<file path="config.mk">
export PLATFORM = sky130hd
export DESIGN_NAME = square_motion_ctrl
export DESIGN_NICKNAME = d
export VERILOG_FILES = /design/src/rtl/square_pkg.sv /design/src/rtl/axis_stepper.sv /design/src/rtl/square_motion_ctrl.sv
export SDC_FILE = /design/constraint.sdc
export NUM_CORES = 1
export LEC_CHECK = 0
export ABC_CLOCK_PERIOD_IN_PS = 3600
export BUFFER_PORTS_ARGS = -buffer_cell sky130_fd_sc_hd__buf_2
export CELL_PAD_IN_SITES_DETAIL_PLACEMENT = 0
export CELL_PAD_IN_SITES_GLOBAL_PLACEMENT = 2
export CORE_UTILIZATION = 35
export CTS_CLUSTER_SIZE = 30
export DETAILED_ROUTE_END_ITERATION = 10
export PLACE_DENSITY = 0.94
export SLEW_MARGIN = 20
export SYNTH_ARGS = -nofsm -noshare
export SYNTH_HDL_FRONTEND = slang
export SYNTH_SLANG_ARGS = --single-unit
</file>
<file path="constraint.sdc">
create_clock -name clk -period 3.6 [get_ports clk]
set_input_delay 1.08 -clock clk [delete_from_list [all_inputs] [get_ports clk]]
set_output_delay 1.08 -clock clk [all_outputs]
set_load 0.01 [all_outputs]
</file>
<file path="src/rtl/square_pkg.sv">
// Shared definitions for the square-overlay motion controller and renderer:
// controller state encoding, raster geometry and target clamping helpers.
package square_pkg;

    typedef enum logic [1:0] {
        IDLE   = 2'd0,
        PEND   = 2'd1,
        MOVE   = 2'd2,
        BOUNCE = 2'd3
    } state_t;

    // Raster geometry shared with the renderer
    localparam int X_LIM  = 1055;   // last horizontal raster count
    localparam int Y_LIM  = 524;    // last vertical raster count
    localparam int H_VIS  = 800;    // visible pixels per line
    localparam int V_VIS  = 480;    // visible lines per frame
    localparam int SQ_LEN = 100;    // outer square side length

    // Largest offsets that keep the whole square on screen
    localparam int X_MAX  = H_VIS - 1 - SQ_LEN;  // 699
    localparam int Y_MAX  = V_VIS - 1 - SQ_LEN;  // 379

    // Limit a requested x offset to the visible area
    function automatic logic [10:0] clamp_x(input logic [10:0] v);
        if (v > 11'(X_MAX)) begin
            return 11'(X_MAX);
        end else begin
            return v;
        end
    endfunction

    // Limit a requested y offset to the visible area
    function automatic logic [9:0] clamp_y(input logic [9:0] v);
        if (v > 10'(Y_MAX)) begin
            return 10'(Y_MAX);
        end else begin
            return v;
        end
    endfunction

endpackage

</file>
<file path="src/rtl/axis_stepper.sv">
// One-axis glide step: moves cur toward tgt by at most step, never
// overshooting and never wrapping. at_tgt reports that next lands on tgt.
module axis_stepper #(
    parameter int W = 11
) (
    input  logic [W-1:0] cur,
    input  logic [W-1:0] tgt,
    input  logic [W-1:0] step,
    output logic [W-1:0] next,
    output logic         at_tgt
);

    logic [W-1:0] w_diff;

    // Saturating step toward the target using unsigned native-width math
    always_comb begin
        w_diff = '0;
        next   = cur;
        if (cur < tgt) begin
            w_diff = tgt - cur;
            next   = (w_diff > step) ? (cur + step) : tgt;
        end else begin
            w_diff = cur - tgt;
            next   = (w_diff > step) ? (cur - step) : tgt;
        end
        at_tgt = (next == tgt);
    end

endmodule

</file>
<file path="src/rtl/square_motion_ctrl.sv">
// Square position controller: accepts move commands over valid/ready,
// clamps them to the visible area and changes the offsets only in the
// cycle after the last raster position, coincident with frame_tick.
// Optional build macro AUTO_BOUNCE_EN adds an idle-triggered bounce mode.
module square_motion_ctrl
    import square_pkg::*;
#(
    parameter int STEP   = 4,
    parameter int X_INIT = 100,
    parameter int Y_INIT = 100
`ifdef AUTO_BOUNCE_EN
    ,
    parameter int IDLE_FRAMES = 60
`endif
) (
    input  logic        clk,
    input  logic        reset,
    input  logic [10:0] Xpos,
    input  logic [9:0]  Ypos,
    input  logic        cmd_valid,
    output logic        cmd_ready,
    input  logic [10:0] cmd_x,
    input  logic [9:0]  cmd_y,
    input  logic        cmd_snap,
    output logic [10:0] x_offset,
    output logic [9:0]  y_offset,
    output logic        busy,
    output logic        frame_tick
);

    localparam logic [10:0] C_STEP_X = 11'(STEP);
    localparam logic [9:0]  C_STEP_Y = 10'(STEP);

    state_t      r_state;
    logic [10:0] r_tgt_x;
    logic [9:0]  r_tgt_y;
    logic        r_snap;

    logic        w_frame_end;
    logic        w_hs;
    logic [10:0] w_x_next;
    logic [9:0]  w_y_next;
    logic        w_x_at;
    logic        w_y_at;

    assign w_frame_end = (Xpos == 11'(X_LIM)) && (Ypos == 10'(Y_LIM));
    assign w_hs        = cmd_valid && cmd_ready;
    assign busy        = (r_state != IDLE);

`ifdef AUTO_BOUNCE_EN
    localparam int CW = $clog2(IDLE_FRAMES + 1);

    logic [CW-1:0] r_idle_cnt;
    logic          r_dir_x_neg;
    logic          r_dir_y_neg;
    logic [11:0]   w_x_up;
    logic [10:0]   w_y_up;
    logic [10:0]   w_bx_next;
    logic [9:0]    w_by_next;
    logic          w_bx_flip;
    logic          w_by_flip;

    assign cmd_ready = (r_state == IDLE) || (r_state == BOUNCE);

    // Bounce step per axis: reflect at 0 and at the clamp maximum
    always_comb begin
        w_x_up    = {1'b0, x_offset} + 12'(STEP);
        w_y_up    = {1'b0, y_offset} + 11'(STEP);
        w_bx_next = x_offset;
        w_by_next = y_offset;
        w_bx_flip = 1'b0;
        w_by_flip = 1'b0;
        if (!r_dir_x_neg) begin
            if (w_x_up > 12'(X_MAX)) begin
                w_bx_next = 11'(X_MAX);
                w_bx_flip = 1'b1;
            end else begin
                w_bx_next = w_x_up[10:0];
            end
        end else begin
            if (x_offset < C_STEP_X) begin
                w_bx_next = 11'd0;
                w_bx_flip = 1'b1;
            end else begin
                w_bx_next = x_offset - C_STEP_X;
            end
        end
        if (!r_dir_y_neg) begin
            if (w_y_up > 11'(Y_MAX)) begin
                w_by_next = 10'(Y_MAX);
                w_by_flip = 1'b1;
            end else begin
                w_by_next = w_y_up[9:0];
            end
        end else begin
            if (y_offset < C_STEP_Y) begin
                w_by_next = 10'd0;
                w_by_flip = 1'b1;
            end else begin
                w_by_next = y_offset - C_STEP_Y;
            end
        end
    end
`else
    assign cmd_ready = (r_state == IDLE);
`endif

    axis_stepper #(.W(11)) u_step_x (
        .cur    (x_offset),
        .tgt    (r_tgt_x),
        .step   (C_STEP_X),
        .next   (w_x_next),
        .at_tgt (w_x_at)
    );

    axis_stepper #(.W(10)) u_step_y (
        .cur    (y_offset),
        .tgt    (r_tgt_y),
        .step   (C_STEP_Y),
        .next   (w_y_next),
        .at_tgt (w_y_at)
    );

    // Controller FSM with registered offsets and frame tick
    always_ff @(posedge clk or negedge reset) begin
        if (!reset) begin
            r_state    <= IDLE;
            r_tgt_x    <= 11'd0;
            r_tgt_y    <= 10'd0;
            r_snap     <= 1'b0;
            x_offset   <= 11'(X_INIT);
            y_offset   <= 10'(Y_INIT);
            frame_tick <= 1'b0;
`ifdef AUTO_BOUNCE_EN
            r_idle_cnt  <= '0;
            r_dir_x_neg <= 1'b0;
            r_dir_y_neg <= 1'b0;
`endif
        end else begin
            frame_tick <= w_frame_end;
            case (r_state)
                IDLE: begin
                    if (w_hs) begin
                        r_tgt_x <= clamp_x(cmd_x);
                        r_tgt_y <= clamp_y(cmd_y);
                        r_snap  <= cmd_snap;
                        r_state <= PEND;
`ifdef AUTO_BOUNCE_EN
                        r_idle_cnt <= '0;
                    end else if (r_idle_cnt == CW'(IDLE_FRAMES)) begin
                        r_state <= BOUNCE;
                    end else if (w_frame_end) begin
                        r_idle_cnt <= r_idle_cnt + 1'b1;
`endif
                    end
                end
                PEND: begin
`ifdef AUTO_BOUNCE_EN
                    r_idle_cnt <= '0;
`endif
                    if (w_frame_end) begin
                        if (r_snap) begin
                            x_offset <= r_tgt_x;
                            y_offset <= r_tgt_y;
                            r_state  <= IDLE;
                        end else begin
                            x_offset <= w_x_next;
                            y_offset <= w_y_next;
                            r_state  <= (w_x_at && w_y_at) ? IDLE : MOVE;
                        end
                    end
                end
                MOVE: begin
`ifdef AUTO_BOUNCE_EN
                    r_idle_cnt <= '0;
`endif
                    if (w_frame_end) begin
                        x_offset <= w_x_next;
                        y_offset <= w_y_next;
                        if (w_x_at && w_y_at) begin
                            r_state <= IDLE;
                        end
                    end
                end
`ifdef AUTO_BOUNCE_EN
                BOUNCE: begin
                    if (w_hs) begin
                        r_tgt_x    <= clamp_x(cmd_x);
                        r_tgt_y    <= clamp_y(cmd_y);
                        r_snap     <= cmd_snap;
                        r_state    <= PEND;
                        r_idle_cnt <= '0;
                    end else if (w_frame_end) begin
                        x_offset <= w_bx_next;
                        y_offset <= w_by_next;
                        if (w_bx_flip) begin
                            r_dir_x_neg <= ~r_dir_x_neg;
                        end
                        if (w_by_flip) begin
                            r_dir_y_neg <= ~r_dir_y_neg;
                        end
                    end
                end
`endif
                default: begin
                    r_state <= IDLE;
                end
            endcase
        end
    end

endmodule
</file>
# Word-level counts from Yosys, hierarchy flattened
# Cells that the tools add are included.
# W data, S select, Z words.
[totals]
word_cells = 65
ff_bits = 46
in_bits = 46
[op_classes]
n_lt_le_gt_ge = 8
muxes = 23
reduce_logical = 9
n_addsub = 8
n_eq_ne = 10
[ops]
columns = ["operator", "n"]
rows = [
  ["$mux W11", 7],
  ["$mux W10", 7],
  ["$gt A11 B3 Y1 const B", 2],
  ["$pmux W11 S2", 1],
  ["$sub A11 B11 Y11", 2],
  ["$gt A10 B3 Y1 const B", 2],
  ["$pmux W10 S2", 1],
  ["$sub A10 B10 Y10", 2],
  ["$mux W2", 6],
  ["$add A11 B3 Y11 const B", 1],
  ["$eq A11 B11 Y1", 1],
  ["$eq A11 B11 Y1 const B", 1],
  ["$gt A11 B10 Y1 const B", 1],
  ["$lt A11 B11 Y1", 1],
  ["$sub A11 B3 Y11 const B", 1],
  ["$add A10 B3 Y10 const B", 1],
  ["$eq A10 B10 Y1", 1],
  ["$eq A10 B10 Y1 const B", 1],
  ["$gt A10 B9 Y1 const B", 1],
  ["$lt A10 B10 Y1", 1],
  ["$sub A10 B3 Y10 const B", 1],
  ["$ne A2 B2 Y1 const B", 3],
  ["$pmux W2 S3", 1],
  ["$reduce_and A4 Y1", 1],
  ["8 further kinds", 11],
]

# Logic depth before layout (Yosys ltp)
[logic_depth]
word_depth = 10
ltp_mapped = 16
depth_no_buf = 14

# By module
# A second synthesis with hierarchy kept.
[hier_totals]
cells_unflattened = 912
hier_area_um2 = 7785.0
[modules_own_cells]
columns = ["module", "n_inst", "cells_each", "seq_area_each_um2", "area_each_um2"]
rows = [
  ["axis_stepper (u_step_x)", 1, 417, 0.0, 3040.4],
  ["axis_stepper (u_step_y)", 1, 328, 0.0, 2532.4],
  ["square_motion_ctrl", 1, 167, 1158.6, 2212.1],
]

# Worst setup path before layout
# Ideal clock, no wire load.
[synth_path]
kind = "register to register"
from = "reg x_offset[5]"
to = "reg x_offset[3]"
t_required_ns = 3.482
n_path_buf = 3
synth_period_minus_slack_ns = 3.355
t_arrival_ns = 3.237
setup_slack_ns = 0.245
path_stages_with_launch = 16
cell_sequence = "dfstp_2 clkbuf_1 inv_1 ha_1 clkbuf_1 o21a_1 o21ai_1 a21oi_1 a2111oi_0 nor3_1 o41a_1 buf_2 a2bb2oi_1 o22ai_1 a211oi_1 a21o_1"
[synth_via]
elab_chain_cells = 7
[synth_rtl]
columns = ["element", "line", "text"]
rows = [
  ["start: declaration", "square_motion_ctrl.sv:25", "output logic [10:0] x_offset,"],
  ["start signal: assignment", "square_motion_ctrl.sv:131", "x_offset <= 11'(X_INIT);"],
  ["start signal: assignment", "square_motion_ctrl.sv:163", "x_offset <= r_tgt_x;"],
  ["start signal: assignment", "square_motion_ctrl.sv:167", "x_offset <= w_x_next;"],
  ["$sub A11 B11 Y11, on equally long branches", "axis_stepper.sv:23, axis_stepper.sv:20", ""],
  ["$gt A11 B3 Y1, on equally long branches", "axis_stepper.sv:24, axis_stepper.sv:21", ""],
  ["$mux W11, on equally long branches", "axis_stepper.sv:24, axis_stepper.sv:21", ""],
  ["$mux W11 *", "axis_stepper.sv:19", "if (cur < tgt) begin"],
  ["$mux W11", "square_motion_ctrl.sv:162", "if (r_snap) begin"],
  ["$mux W11", "square_motion_ctrl.sv:161", "if (w_frame_end) begin"],
  ["$pmux W11 S2 *", "square_motion_ctrl.sv:141", "case (r_state)"],
]
# Every way passes the cells marked *; elsewhere a longest branch is shown, timed or not. The select of a mux whose other input is x is not followed.
# A chain may end at the register's enable or synchronous reset.

# Worst setup path after layout
[layout_path]
from = "reg r_tgt_x[1]"
to = "reg x_offset[6]"
[layout_via]
elab_chain_cells = 7
[layout_rtl]
columns = ["element", "line", "text"]
rows = [
  ["start: declaration", "square_motion_ctrl.sv:35", "logic [10:0] r_tgt_x;"],
  ["start signal: assignment", "square_motion_ctrl.sv:144", "r_tgt_x <= clamp_x(cmd_x);"],
  ["$sub A11 B11 Y11, on equally long branches", "axis_stepper.sv:23, axis_stepper.sv:20", ""],
  ["$gt A11 B3 Y1, on equally long branches", "axis_stepper.sv:24, axis_stepper.sv:21", ""],
  ["$mux W11, on equally long branches", "axis_stepper.sv:24, axis_stepper.sv:21", ""],
  ["$mux W11 *", "axis_stepper.sv:19", ""],
  ["$mux W11", "square_motion_ctrl.sv:162", ""],
  ["$mux W11", "square_motion_ctrl.sv:161", ""],
  ["$pmux W11 S2 *", "square_motion_ctrl.sv:141", ""],
  ["end signal: assignment", "square_motion_ctrl.sv:163", ""],
  ["end signal: assignment", "square_motion_ctrl.sv:167", ""],
  ["end signal: assignment", "square_motion_ctrl.sv:178", "x_offset <= w_x_next;"],
]
# Marked as above.

==> run summary <==
The flow ran to the end, and the final reports show no timing, DRC or antenna violations. Setup violations remaining at the end of the flow were counted as 0. The die footprint came out at 0.01566 mm^2. The number of cells on the worst reg-to-reg path is 12.

The slew at the pin closest to its max-slew limit is 0.7792 ns. Ranked by total cell area, the synthesized netlist is headed by sky130_fd_sc_hd__dfrtp_1 (19%), sky130_fd_sc_hd__ha_1 (10%), sky130_fd_sc_hd__xnor2_1 (6.8%). The async set or reset register ratio after synthesis is 100.0%. In this run the critical register-to-register path is launched from r_tgt_x[1]. The setup check on the worst reg-to-reg path leaves a slack of 0.20 ns. The repair_antennas step left the layout with diodes totalling 0. The peak ir drop on the vdd network is 0.2204 mV. In this run the worst path has a maximum fanout of 9. OpenSTA, run right after detailed placement, puts the worst setup slack at 0.07780 ns. The multiplexer share of the synthesized area came out at 1.367%. The clock tree skew after final layout came out at 0.004551 ns.

The ratio of routed vias to standard cells came out at 5.794. The post-synthesis instance area is 0.005308 mm^2. The signal on the critical path passes through ha_1 > nor2b_1 > o2111ai_1 > a21oi_1 > a2111oi_2 > a21oi_1 > o41a_1 > buf_4 > a221oi_1 > a311o_1 > o21ai_1 > o21ai_1. The primary flip-flop cell chosen by synthesis mapping is sky130_fd_sc_hd__dfrtp_1.

The congestion estimate from routability-driven global placement came to 0.9158. CTS built an H-tree with a depth of 2. The min-delay analysis places its worst path in the category register to register. The wire length after detailed routing came out at 16620 um.

Clock latency on the worst-skew pair, taken at its later pin, is 0.29 ns. In this run the worst setup path terminates at x_offset[6]. The HPWL after detailed placement came out at 13150 um. The sequential cell area fraction in the yosys report came out at 21.83%.

The commonest cells after synthesis are sky130_fd_sc_hd__inv_1 (58), sky130_fd_sc_hd__nor2_1 (58), sky130_fd_sc_hd__nand2_1 (54). The first-pass GRT wire length is 27210 um. In this run the number of cells on the critical path is 12. After detailed routing, the average wire length per cell comes to 17.50 um. Broken down by cell family, the worst path's largest delay share belongs to compound AO/OA/AOI/OAI gates. The worst relative slew slack came out at 48.05%.

By area, the combinational part of the netlist is dominated by compound AO/OA/AOI/OAI gates. Across all setup checks in the final design, the least slack found is 0.1958 ns. The arithmetic-cell share of the synthesized area counting full adders, half adders and majority gates came out at 11.13%. For this design, the slowest cell found on the critical path is sky130_fd_sc_hd__o41a_1. The distinct cell type count of the synthesized netlist is 84. Yosys mapped a number of flops with a built-in enable equal to 0.

The largest single stage delay on the critical path is 0.55 ns. The number of routed nets with antenna violations came out at 0. The number of nets at the end of the flow is 857.

The worst path in the final design needs a cycle of 3.404 ns, including I/O delays and setup. The fraction of post-synthesis cell area in the top cell type by area is 18.86%. Global routing finished with a remaining overflow of 0.

The synthesized design contains 46 register bits. Buffers placed on the I/O ports in this run total 69. Summed over all cells, the static leakage comes to 2.771 nW.

The maximum frequency from static timing analysis is 293.8 MHz. Tracing the worst setup path back leads to its startpoint at r_tgt_x[1]. The die outline width came out at 125.1 um. The worst path required time is 3.82 ns. The setup TNS after final layout is 0 ns. The area growth from synthesis to layout is 18.10%. Summing the areas of all and, or, nand and nor instances in the mapped netlist gives 20.63% of the synthesized area. Counting every instance in the synthesized netlist gives 683.

The warning count from the yosys run is 0. The die extent in y is 125.1 um. The pre-antenna-repair detailed-routing pass consisted of 6 iterations.

The clock slew seen by the registers of the worst setup and hold paths is 0.06 ns. For this design, the sink count on the clock tree is 46. STA puts the critical path data arrival time at 3.63 ns. The number of buffers added by the clock tree synthesis step came out at 5.

After detailed routing, the number of remaining DRC violations is 0. The longest clock path from root to sink contains 2 buffers. The largest total area in the synthesized netlist belongs to sky130_fd_sc_hd__dfrtp_1. The number of global-route vias before repair came to 5288. The average instance in the mapped netlist occupies 7.771 um^2. The critical path in this run is classified as register to register.

The worst register-to-register path ends at x_offset[6]. The worst path uses 94.56% of the clock period. The DRC marker count from the first detailed-route iteration came out at 502.

The post-cts hold buffer count is 0. The number of maximum-capacitance constraint violations came out at 0. Dividing total power by cell area gives a power density of 382.0 mW/mm^2.

The boundary pin count is 70. Setup repair after global routing left no endpoint under its margin. The initial antenna violation count came out at 0. TritonCTS built the clock tree.

The overall track demand over capacity in global routing is 21.51%. The compound-cell area share of the yosys netlist is 29.16%. The final number of max-transition violations is 0. The parity-gate share of the synthesized area counting xor and xnor cells came out at 8.416%. The pin count of the biggest net entering global routing is 36. The via count is 5504. The post-route netlist has 20.89% of its cells at a drive strength greater than 1. The final-report hold violation count is 0. The cell row count is 44. The critical path buffer and inverter count is 1. The initial cell density of the core is 36.24%. STA classifies the critical path startpoint as a register. The kind of end point of the critical path is a register. The post-synthesis net count is 775. After floorplanning, the core was sized to cover 0.01464 mm^2. The tree is rooted in a sky130_fd_sc_hd__clkbuf_16.
==> tightest hold or removal path: cells and delay by family (launching register included) <==
family / cells / cell delay [ns]
AND/OR/NAND/NOR: 1 / 0.06
AO/OA/AOI/OAI: 1 / 0.05
flip-flops: 1 / 0.40
==> metal layers <==
layer	part of all wire [%]	track usage, %	vias to the layer above
met5	0	0	-
met4	1.8	4.663	0
met1	48	31.32	2599
met3	6.3	2.653	35
met2	44	33.85	219
li1	-	-	2651
==> through the flow <==
stage | hold WS (ns) | total power [mW] | instance area (um^2) | utilization (%) | std cells
global placement | 0.5225 | 1.764 | 5997 | 40.95 | 938
CTS | 0.5476 | 2.332 | 6163 | 42.09 | 946
global route | 0.5498 | 2.557 | 6269 | 42.81 | 950
detailed placement | 0.5298 | 1.778 | 5997 | 40.95 | 938
finish | 0.5076 | 2.394 | 6269 | 42.81 | 950
floorplan | 0.4820 | 1.467 | 5308 | - | 683
==> cells in the final DEF, fill, tap and decap left out, types with 6 or more instances in the layout <==
master | synthesis | layout
sky130_fd_sc_hd__o211ai_1 | 7 | 7
sky130_fd_sc_hd__and3_1 | 10 | 10
sky130_fd_sc_hd__dfrtp_1 | 40 | 39
sky130_fd_sc_hd__ha_1 | 44 | 40
sky130_fd_sc_hd__a31oi_1 | 11 | 11
sky130_fd_sc_hd__inv_1 | 58 | 58
sky130_fd_sc_hd__o221ai_1 | 8 | 8
sky130_fd_sc_hd__nand4_1 | 7 | 7
sky130_fd_sc_hd__xor2_1 | 10 | 10
sky130_fd_sc_hd__xnor2_1 | 41 | 41
sky130_fd_sc_hd__buf_4 | 1 | 42
sky130_fd_sc_hd__buf_2 | 14 | 69
sky130_fd_sc_hd__nand2_1 | 54 | 53
sky130_fd_sc_hd__o22ai_1 | 15 | 15
sky130_fd_sc_hd__o21ai_0 | 33 | 31
sky130_fd_sc_hd__nor2_1 | 58 | 58
sky130_fd_sc_hd__nand3_1 | 24 | 24
sky130_fd_sc_hd__a21oi_1 | 40 | 39
sky130_fd_sc_hd__a211oi_1 | 9 | 9
sky130_fd_sc_hd__a21o_1 | 8 | 8
sky130_fd_sc_hd__nor3_1 | 21 | 21
sky130_fd_sc_hd__o31ai_1 | 7 | 7
sky130_fd_sc_hd__nand2b_1 | 9 | 9
sky130_fd_sc_hd__dfstp_2 | 6 | 6
sky130_fd_sc_hd__a22oi_1 | 7 | 7
sky130_fd_sc_hd__o21ai_1 | 16 | 18
==> registers in the layout, summed over array words and instances, names as in the netlist <==
register and count:
r_tgt_x 11, x_offset 11, r_tgt_y 10, y_offset 10, r_state 2, frame_tick 1, r_snap 1
==> what timing repair did <==
action,CTS,global route
setup endpoints to repair,0,20
buffers inserted,0,4
gates resized for setup,0,19
hold endpoints to repair,0,0
==> power by group <==
part / switching (mW) / total, mW / internal [mW]
sequential: 0.0790 / 0.651 / 0.572
clock: 0.210 / 0.538 / 0.328
combinational: 0.723 / 1.21 / 0.483
==> final cells by class <==
cell class / count / area [um^2]
clock inverter: 2 / 37.54
tap: 184 / 230.2
inverter: 60 / 225.2
sequential: 46 / 1160
multi-input combinational: 541 / 3826
fill: 1477 / 8376
clock buffer: 6 / 128.9
timing repair buffer: 111 / 660.6
==> logic make-up after synthesis <==
family	after synthesis
compound gates	220
simple gates	217
buf+inv	96
xor+xnor	51
fa+ha+maj	46
flops	46
mux	7
==> worst min-delay path by stage <==
stage                     depth (start not counted)          end  slack (ns)   startpoint
after floorplan                                   2       r_snap        0.48       r_snap
after global placement                            2       r_snap        0.52       r_snap
after detailed placement                          2       r_snap        0.53       r_snap
after CTS                                         2       r_snap        0.55       r_snap
after global routing                              2  x_offset[6]        0.55  x_offset[6]
final                                             2  x_offset[6]        0.51  x_offset[6]
Power figures use the tool's default switching activity.
